## config.mk

```make
export PLATFORM = sky130hd
export DESIGN_NAME = mc_cpu_core
export DESIGN_NICKNAME = d
export VERILOG_FILES = /design/src/rtl/mc_cpu_core.sv
export SDC_FILE = /design/constraint.sdc
export NUM_CORES = 2
export LEC_CHECK = 0
export BUFFER_PORTS_ARGS = -buffer_cell sky130_fd_sc_hd__buf_2
export CAP_MARGIN = 5
export CORE_AREA = 2 2 394 493
export CTS_CLUSTER_SIZE = 8
export DETAILED_ROUTE_END_ITERATION = 8
export DIE_AREA = 0 0 396 495
export GPL_ROUTABILITY_DRIVEN = 0
export HOLD_SLACK_MARGIN = 0.02
export PLACE_DENSITY = 0.58
export REMOVE_ABC_BUFFERS = 1
export SYNTH_ARGS = -nofsm -noshare
export SYNTH_HDL_FRONTEND = slang
export SYNTH_SLANG_ARGS = --single-unit
```

## constraint.sdc

```tcl
create_clock -name clk -period 49.4 [get_ports clk]
set_input_delay 9.88 -clock clk [delete_from_list [all_inputs] [get_ports clk]]
set_output_delay 9.88 -clock clk [all_outputs]
set_load 0.02 [all_outputs]
```

## src/rtl/mc_cpu_core.sv

```systemverilog
// mc_cpu_core: multicycle MIPS-subset CPU core.
// One instruction walks FETCH -> DECODE -> EXEC -> [MEM] -> [WB]. Every memory
// access is a request held stable until mem_ready. Interrupts are taken only
// when an instruction retires and the FSM re-enters FETCH.
// The memory-side outputs are registered, so an asynchronous reset clears them
// at once. The first FETCH cycle after reset only issues the request.
// Ports:
//   clk, rst              clock, asynchronous active-high reset
//   mem_addr/rd/wr/wdata  access request (mem_wr: 0 none, 1 word, 3 byte)
//   mem_rdata, mem_ready  read data and access completion
//   int_req, int_ack      level interrupt request, one-cycle accept pulse
//   epc                   exception return address
// Optional macro CPU_TRACE_EN adds trace_valid/trace_pc/trace_ir, a retire trace.
module mc_cpu_core #(
  parameter logic [31:0] RESET_PC   = 32'h0000_0000,
  parameter logic [31:0] INT_VECTOR = 32'h0000_00D8,
  parameter bit          INT_EN_RST = 1'b1
) (
  input  logic        clk,
  input  logic        rst,
  output logic [31:0] mem_addr,
  output logic        mem_rd,
  output logic [1:0]  mem_wr,
  output logic [31:0] mem_wdata,
  input  logic [31:0] mem_rdata,
  input  logic        mem_ready,
  input  logic        int_req,
  output logic        int_ack,
  output logic [31:0] epc
`ifdef CPU_TRACE_EN
  ,
  output logic        trace_valid,
  output logic [31:0] trace_pc,
  output logic [31:0] trace_ir
`endif
);

  typedef enum logic [2:0] {S_FETCH, S_DECODE, S_EXEC, S_MEM, S_WB} state_t;

  localparam logic [5:0] OP_R = 6'h00, OP_J = 6'h02, OP_JAL = 6'h03, OP_BEQ = 6'h04,
                         OP_BNE = 6'h05, OP_ADDI = 6'h08, OP_ADDIU = 6'h09,
                         OP_SLTI = 6'h0A, OP_SLTIU = 6'h0B, OP_ANDI = 6'h0C,
                         OP_ORI = 6'h0D, OP_XORI = 6'h0E, OP_LUI = 6'h0F,
                         OP_COP0 = 6'h10, OP_LW = 6'h23, OP_LBU = 6'h24,
                         OP_SB = 6'h28, OP_SW = 6'h2B;
  localparam logic [5:0] F_SLL = 6'h00, F_SRL = 6'h02, F_SRA = 6'h03, F_JR = 6'h08,
                         F_ERET = 6'h18, F_ADD = 6'h20, F_ADDU = 6'h21, F_SUB = 6'h22,
                         F_SUBU = 6'h23, F_AND = 6'h24, F_OR = 6'h25, F_XOR = 6'h26,
                         F_NOR = 6'h27, F_SLT = 6'h2A, F_SLTU = 6'h2B;

  state_t             state, state_nx;
  logic [31:0]        pc, pc_nx, ir, res, mdr, alu_res;
  logic signed [31:0] ra, rb, simm;
  logic [31:0]        zimm, jtarget;
  logic [31:0]        gpr [32];
  logic [4:0]         dst;
  logic               int_en, is_alu, go_fetch, take_int;

  wire [5:0] op    = ir[31:26];
  wire [5:0] funct = ir[5:0];
  wire [4:0] shamt = ir[10:6];

  wire is_beq   = (op == OP_BEQ);
  wire is_bne   = (op == OP_BNE);
  wire is_j     = (op == OP_J);
  wire is_jal   = (op == OP_JAL);
  wire is_jr    = (op == OP_R) && (funct == F_JR);
  wire is_eret  = (op == OP_COP0) && (funct == F_ERET);
  wire is_lbu   = (op == OP_LBU);
  wire is_load  = (op == OP_LW) || is_lbu;
  wire is_sw    = (op == OP_SW);
  wire is_sb    = (op == OP_SB);
  wire is_store = is_sw || is_sb;

  assign simm    = $signed({{16{ir[15]}}, ir[15:0]});
  assign zimm    = {16'd0, ir[15:0]};
  assign jtarget = {pc[31:28], ir[25:0], 2'b00};

  // Little-endian byte lane select for lbu.
  function automatic logic [7:0] byte_lane(input logic [31:0] w, input logic [1:0] sel);
    return w[{sel, 3'b000} +: 8];
  endfunction

  always_comb begin
    alu_res = '0;
    is_alu  = 1'b1;
    if (op == OP_R) begin
      case (funct)
        F_ADD, F_ADDU: alu_res = ra + rb;
        F_SUB, F_SUBU: alu_res = ra - rb;
        F_AND:         alu_res = ra & rb;
        F_OR:          alu_res = ra | rb;
        F_XOR:         alu_res = ra ^ rb;
        F_NOR:         alu_res = ~(ra | rb);
        F_SLT:         alu_res = {31'd0, ra < rb};
        F_SLTU:        alu_res = {31'd0, $unsigned(ra) < $unsigned(rb)};
        F_SLL:         alu_res = rb << shamt;
        F_SRL:         alu_res = rb >> shamt;
        F_SRA:         alu_res = rb >>> shamt;
        default:       is_alu  = 1'b0;
      endcase
    end else begin
      case (op)
        OP_ADDI, OP_ADDIU: alu_res = ra + simm;
        OP_SLTI:           alu_res = {31'd0, ra < simm};
        OP_SLTIU:          alu_res = {31'd0, $unsigned(ra) < $unsigned(simm)};
        OP_ANDI:           alu_res = ra & zimm;
        OP_ORI:            alu_res = ra | zimm;
        OP_XORI:           alu_res = ra ^ zimm;
        OP_LUI:            alu_res = {ir[15:0], 16'd0};
        default:           is_alu  = 1'b0;
      endcase
    end
  end

  always_comb begin
    state_nx = state;
    pc_nx    = pc;
    case (state)
      S_FETCH:  if (mem_rd && mem_ready) begin
                  state_nx = S_DECODE;
                  pc_nx    = pc + 32'd4;
                end
      S_DECODE: state_nx = S_EXEC;
      S_EXEC: begin
        // pc already points past this instruction, so branches are pc-relative to it.
        state_nx = S_FETCH;
        if (is_beq || is_bne) begin
          if ((ra == rb) == is_beq) pc_nx = pc + {simm[29:0], 2'b00};
        end else if (is_j) begin
          pc_nx = jtarget;
        end else if (is_jal) begin
          pc_nx    = jtarget;
          state_nx = S_WB;
        end else if (is_jr) begin
          pc_nx = ra;
        end else if (is_eret) begin
          pc_nx = epc;
        end else if (is_load || is_store) begin
          state_nx = S_MEM;
        end else if (is_alu) begin
          state_nx = S_WB;
        end
      end
      S_MEM:    if (mem_ready) state_nx = is_load ? S_WB : S_FETCH;
      S_WB:     state_nx = S_FETCH;
      default:  state_nx = S_FETCH;
    endcase
  end

  // Instruction boundary: the only point where an interrupt may preempt.
  assign go_fetch = (state != S_FETCH) && (state_nx == S_FETCH);
  assign take_int = go_fetch && int_req && int_en;

  always_ff @(posedge clk or posedge rst) begin
    if (rst) state <= S_FETCH;
    else     state <= state_nx;
  end

  always_ff @(posedge clk or posedge rst) begin
    if (rst) begin
      pc        <= RESET_PC;
      ir        <= '0;
      epc       <= '0;
      int_en    <= INT_EN_RST;
      int_ack   <= 1'b0;
      ra        <= '0;
      rb        <= '0;
      dst       <= '0;
      res       <= '0;
      mdr       <= '0;
      mem_addr  <= '0;
      mem_rd    <= 1'b0;
      mem_wr    <= 2'd0;
      mem_wdata <= '0;
      for (int i = 0; i < 32; i++) gpr[i] <= '0;
    end else begin
      int_ack <= 1'b0;
      pc      <= pc_nx;
      case (state)
        // FETCH: a request is only missing here right after reset.
        S_FETCH: begin
          if (!mem_rd) begin
            mem_rd   <= 1'b1;
            mem_addr <= pc;
          end else if (mem_ready) begin
            ir     <= mem_rdata;
            mem_rd <= 1'b0;
          end
        end
        // DECODE: operand fetch and destination select.
        S_DECODE: begin
          ra  <= $signed(gpr[ir[25:21]]);
          rb  <= $signed(gpr[ir[20:16]]);
          dst <= is_jal ? 5'd31 : ((op == OP_R) ? ir[15:11] : ir[20:16]);
        end
        // EXEC: latch result (link address for jal) and launch data access.
        S_EXEC: begin
          res <= is_jal ? pc : alu_res;
          if (is_eret) int_en <= 1'b1;
          if (is_load || is_store) begin
            mem_addr  <= ra + simm;
            mem_rd    <= is_load;
            mem_wr    <= is_sw ? 2'd1 : (is_sb ? 2'd3 : 2'd0);
            mem_wdata <= rb;
          end
        end
        // MEM: hold the request until ready, then capture load data.
        S_MEM: begin
          if (mem_ready) begin
            mem_rd <= 1'b0;
            mem_wr <= 2'd0;
            mdr    <= is_lbu ? {24'd0, byte_lane(mem_rdata, mem_addr[1:0])} : mem_rdata;
          end
        end
        // WB: register $0 is never written so it always reads zero.
        S_WB: begin
          if (dst != 5'd0) gpr[dst] <= is_load ? mdr : res;
        end
        default: ;
      endcase
      if (go_fetch) begin
        mem_rd   <= 1'b1;
        mem_addr <= take_int ? INT_VECTOR : pc_nx;
        if (take_int) begin
          epc     <= pc_nx;
          pc      <= INT_VECTOR;
          int_en  <= 1'b0;
          int_ack <= 1'b1;
        end
      end
    end
  end

`ifdef CPU_TRACE_EN
  logic [31:0] ipc;

  always_ff @(posedge clk or posedge rst) begin
    if (rst) begin
      ipc         <= '0;
      trace_valid <= 1'b0;
      trace_pc    <= '0;
      trace_ir    <= '0;
    end else begin
      trace_valid <= go_fetch;
      if ((state == S_FETCH) && mem_rd && mem_ready) ipc <= pc;
      if (go_fetch) begin
        trace_pc <= ipc;
        trace_ir <= ir;
      end
    end
  end
`endif

endmodule
```

[Word-level counts from Yosys, hierarchy flattened]
Cells that the tools add are included.
Operators by class
  add/sub/neg operators: 5
  magnitude comparators: 8
  equality and inequality tests: 42
  shifts and indexed selects: 4
  muxes and demuxes: 62
  bitwise logic cells: 10
  reductions and logical operators: 33
Operators by type and width (count)
  $bwmux W1024: 1
  $mux W32: 21
  $pmux W32 S11: 1
  $bmux W32 S5: 2
  $pmux W32 S7: 1
  $demux W32 S5: 1
  $pmux W32 S2: 2
  $lt A32 B32 Y1: 3
  $eq A6 B6 Y1 const B: 14
  $add A32 B32 Y32: 2
  $eq A6 B4 Y1 const B: 9
  $add A32 B16 Y32: 1
  $add A32 B3 Y32 const B: 1
  $and A32 B16 Y32: 1
  $and A32 B32 Y32: 1
  $eq A32 B32 Y1: 1
  $lt A32 B16 Y1: 1
  $not A32 Y32: 1
  $or A32 B16 Y32: 1
  $or A32 B32 Y32: 1
  $shiftx A32 B6 Y8: 1
  $shl A32 B5 Y32: 1
  $shr A32 B5 Y32: 1
  $sshr A32 B5 Y32: 1
  35 further kinds: 94
Storage, ports and cells
  register bits after elaboration: 1325
  output and inout port bits: 100
  word-level logic and storage cells: 211

[Longest topological paths before layout]
  depth after elaboration: 18
  gate-level depth with buffers: 17
  gate-level depth less buffers: 14

[Worst setup path before layout]
No wires, ideal clock.
  path kind: input port to flip-flop
  start: input port mem_ready
  end: register mem_addr[23]
  library setup time: 104 ps
  data arrival time: 11882 ps
  required time: 49296 ps
  setup slack: 37414 ps
  stages on the path: 10
  buffers on the path: 2
  cells stage by stage: and2_1 > clkbuf_1 > nand4_1 > or2_2 > clkbuf_1 > nor2_1 > a31oi_1 > a221oi_2 > o211ai_1 > a221oi_1
On the way
  cells in the longest elaborated chain, start to end: 9
RTL lines
  start: declaration: RTL line 26  | input logic mem_ready,
  $logic_and A1 B1 Y1: RTL line 120  | S_FETCH: if (mem_rd && mem_ready) begin
  $mux W3: RTL line 120
  $pmux W3 S4: RTL line 119  | case (state)
  $logic_not A3 Y1: RTL line 152  | assign go_fetch = (state != S_FETCH) && (state_nx == S_FETCH);
  $logic_and A1 B1 Y1: RTL line 152
  $logic_and A1 B1 Y1 (2 in a row): RTL line 153  | assign take_int = go_fetch && int_req && int_en;
  $mux W32: RTL line 224  | mem_addr <= take_int ? INT_VECTOR : pc_nx;
  $mux W32: RTL line 222  | if (go_fetch) begin
  end signal: assignment: RTL line 185  | mem_addr <= pc;
  end signal: assignment: RTL line 202  | mem_addr <= ra + simm;
  end signal: assignment: RTL line 224
  end: declaration: RTL line 21  | output logic [31:0] mem_addr,
Parallel ways exist; a longest one is shown, timed or not.
A chain may end at the register's enable or synchronous reset.

[Worst setup path after layout]
  start: input port mem_ready
  end: register mem_addr[20]
Same word-level chain as after synthesis.

==> out/metrics.cfg <==
[synthesis]
syn_avg_cell_area_um2=10.1
synth-async-reset-ratio_pct=100
synth_top_area_cell=dfrtp_1
synth_top_area_share_pct=41.4
seq_area_frac_synth_pct=41.5
ys_seq_elements=1325
synth_edf_count=0
synthFlopType=dfrtp_1
yosysWarnings=0
synth.area.top_cells=dfrtp_1 (41%), mux4_2 (20%), o21ai_0 (5.9%), a21oi_1 (4.9%), nand2_1 (4.6%)
yosysUniqueCellTypes=95
synth_cells=7904
syn_area_um2=80000

[global_route]
antenna_found_initial=15
grt_max_degree=169
grt_pass1_vias=64400
globalRouteOverflowTotal=0
grt_pass1_wl_um=448000
grtUsageTotal_pct=31.0

[setup_path]
reg2reg_from=rb[5]$_DFFE_PP0P_
timing.rr.end=res[0]$_DFFE_PP0P_
worstSetupStartpointType=primary input
slowest_delay_ps=760
r2r_setup_slack_ps=43080
cp_num_buf_inv=2
worst-setup-path-type=primary input to register
crit_chain=buf_2, nand3_2, nor2_2, nor2_1, a21oi_1, a221o_2, buf_4, nand2b_1, a211oi_1, a221o_1
crit_fanout=44
crit_arrival_ps=13450
ff2ff_path_depth=12
cp_slowest_cell=nand3_2
worstSetupEndpointType=register
critPathTopFamily=simple AND/OR/NAND/NOR gates
cp-startpoint=mem_ready
required_ps=50130

[status]
status=finished, final reports clean

[floorplanning]
rows=180
die_w_um=396
chipHeight_um=495
ios=136
fp.dieArea_um2=196000
initial_core_util_pct=41.7
core_um2=192000

[run]
drv_cap=0

[sta]
setup_violations=0
fmax_mhz=78.6
rsz0062_at_grt=false
worstMarginPinSlew_ps=1290
finalMaxSlewViolations=0
hold_violations=0
fin_tns_setup_ps=0
slew_headroom_pct=12.1
period_needed_ps=12720
finalCritPeriodShare_pct=25.7
skew_ps=49.8
worst_slack_ps=36680

[detailed_routing]
totalWireLength_um=307000
ant_nets=0
drtIter0Drc=8766
dr.pass1.iters=6
drc=0
wire_per_inst_um=29.9
num_vias=66400
viasPerCell=6.49

[hold_path]
holdPathStages=0
hp-class=register to register
hold_start=gpr[1019]$_DFFE_PP0P_
holdPathEnd=gpr[1019]$_DFFE_PP0P_

[clock_tree]
cts_tree=done
htree_levels=4
postCtsHoldBufs=0
clock_path_buffers=3
root_buffer=clkbuf_16
clk_latency_ps=850
clk_pin_slew_ps=50
cts_buffers=185
post_cts_resized=0
cts_setup_buffers=0
cts.sinks=1325

[layout]
fin_util_pct=45.9
nFillCells=17800
mostFrequentLayoutCells=dfrtp_1 (1,307), nand2_1 (971), o21ai_0 (950), nor2_1 (846), a21oi_1 (782)
final_common_cell=dfrtp_1
final_nets=7900
synthToLayoutAreaGrowth_pct=10.0
drive_gt1_share_pct=18.2

[power_and_ir_drop]
power.density_nw_per_um2=68.9
irDropWorstVdd_mv=0.0507
power_leakage_uw=0.0377

[placed_design]
dp_hpwl_um=199000
port_buffers=135
dp_slack_ps=35890

## worst reg2reg max path, delay by kind of cell (launching register included)
kind	cells	cell delay, ps
adder cells (fa/ha/maj)	1	490
flip-flops	1	680
buffers and inverters	1	350
AO/OA/AOI/OAI	9	3950
AND/OR/NAND/NOR	1	700
## worst max-delay path by stage
stage | end | slack (ps) | cells after the start
6_report | mem_addr[20]$_DFFE_PP0P_ | 36680 | 10
5_1_grt | mem_addr[6]$_DFFE_PP0P_ | 36460 | 11
4_1_cts | mem_addr[20]$_DFFE_PP0P_ | 36800 | 10
3_5_place_dp | mem_addr[20]$_DFFE_PP0P_ | 35890 | 10
3_3_place_gp | mem_addr[20]$_DFFE_PP0P_ | 35940 | 10
2_1_floorplan | dst[0]$_DFFE_PP0P_ | 2170 | 1
## cells in the mapped netlist, types with 20 or more instances
cell	n
a211oi_1	83
a21o_1	50
a21oi_1	782
a221o_1	20
a221oi_1	32
a31oi_1	67
and3_1	27
buf_1	73
buf_2	40
clkbuf_1	635
dfrtp_1	1324
ha_1	205
inv_1	144
mux2_2	30
mux2i_1	178
mux4_2	700
nand2_1	988
nand3_1	64
nand4_1	23
nor2_1	860
nor2b_1	27
nor3_1	75
nor4_1	21
o211ai_1	36
o21ai_0	950
o21bai_1	31
o22ai_1	28
o31ai_1	20
or3_1	24
xnor2_1	58
xor2_1	22
## per-layer routing
layer	GRT usage, %	part of all wire (%)	wire length (um)
met1	42.0	40	121000
met2	45.7	43	133000
met3	7.89	11	33300
met4	16.8	6.3	19400
met5	0	0.016	49
## report_power, final
group | leakage (uW) | internal, uW | switching (uW)
Sequential | 0.0180 | 1320 | 433
Clock | 0.00248 | 683 | 492
Combinational | 0.0173 | 1150 | 1990
## through the flow
| stage | hold WS [ps] | std cells | cell area (um^2) | total power, uW |
|---|---|---|---|---|
| 2_1_floorplan | 365 | 7145 | 77000 | 3720 |
| 3_3_place_gp | 376 | 10000 | 82900 | 4750 |
| 3_5_place_dp | 383 | 10000 | 82900 | 4790 |
| 4_1_cts | 394 | 10200 | 88000 | 5980 |
| 5_1_grt | 405 | 10200 | 88000 | 6320 |
| 6_report | 391 | 10200 | 88000 | 6060 |
## registers in the layout (all words and copies together) (netlist names)
name,cells
gpr,1024
epc,32
ir,32
mdr,32
mem_addr,32
mem_wdata,32
pc,32
ra,32
rb,32
res,32
dst,5
state,3
mem_wr,2
int_ack,1
int_en,1
mem_rd,1
## cell families after synthesis
logic type | share of synthesized area [%]
AOI/OAI and AO/OA | 16.2
and+or+nand+nor | 11.4
DFF | 41.5
buffers and inverters | 4.38
muxes | 22.4
adders and majority gates | 3.31
xor gates and xnor gates | 0.876
## layout make-up
class / count / area, um^2 / area share (%)
Tap cell: 2548 / 3190 / 3.62
Clock buffer: 205 / 4760 / 5.41
Multi-Input combinational cell: 5671 / 43800 / 49.7
Inverter: 149 / 567 / 0.644
Antenna cell: 2 / 5.00 / 0.00569
Clock inverter: 17 / 349 / 0.397
Timing Repair Buffer: 323 / 2150 / 2.44
Sequential cell: 1325 / 33200 / 37.7
Power figures use the tool's default switching activity.
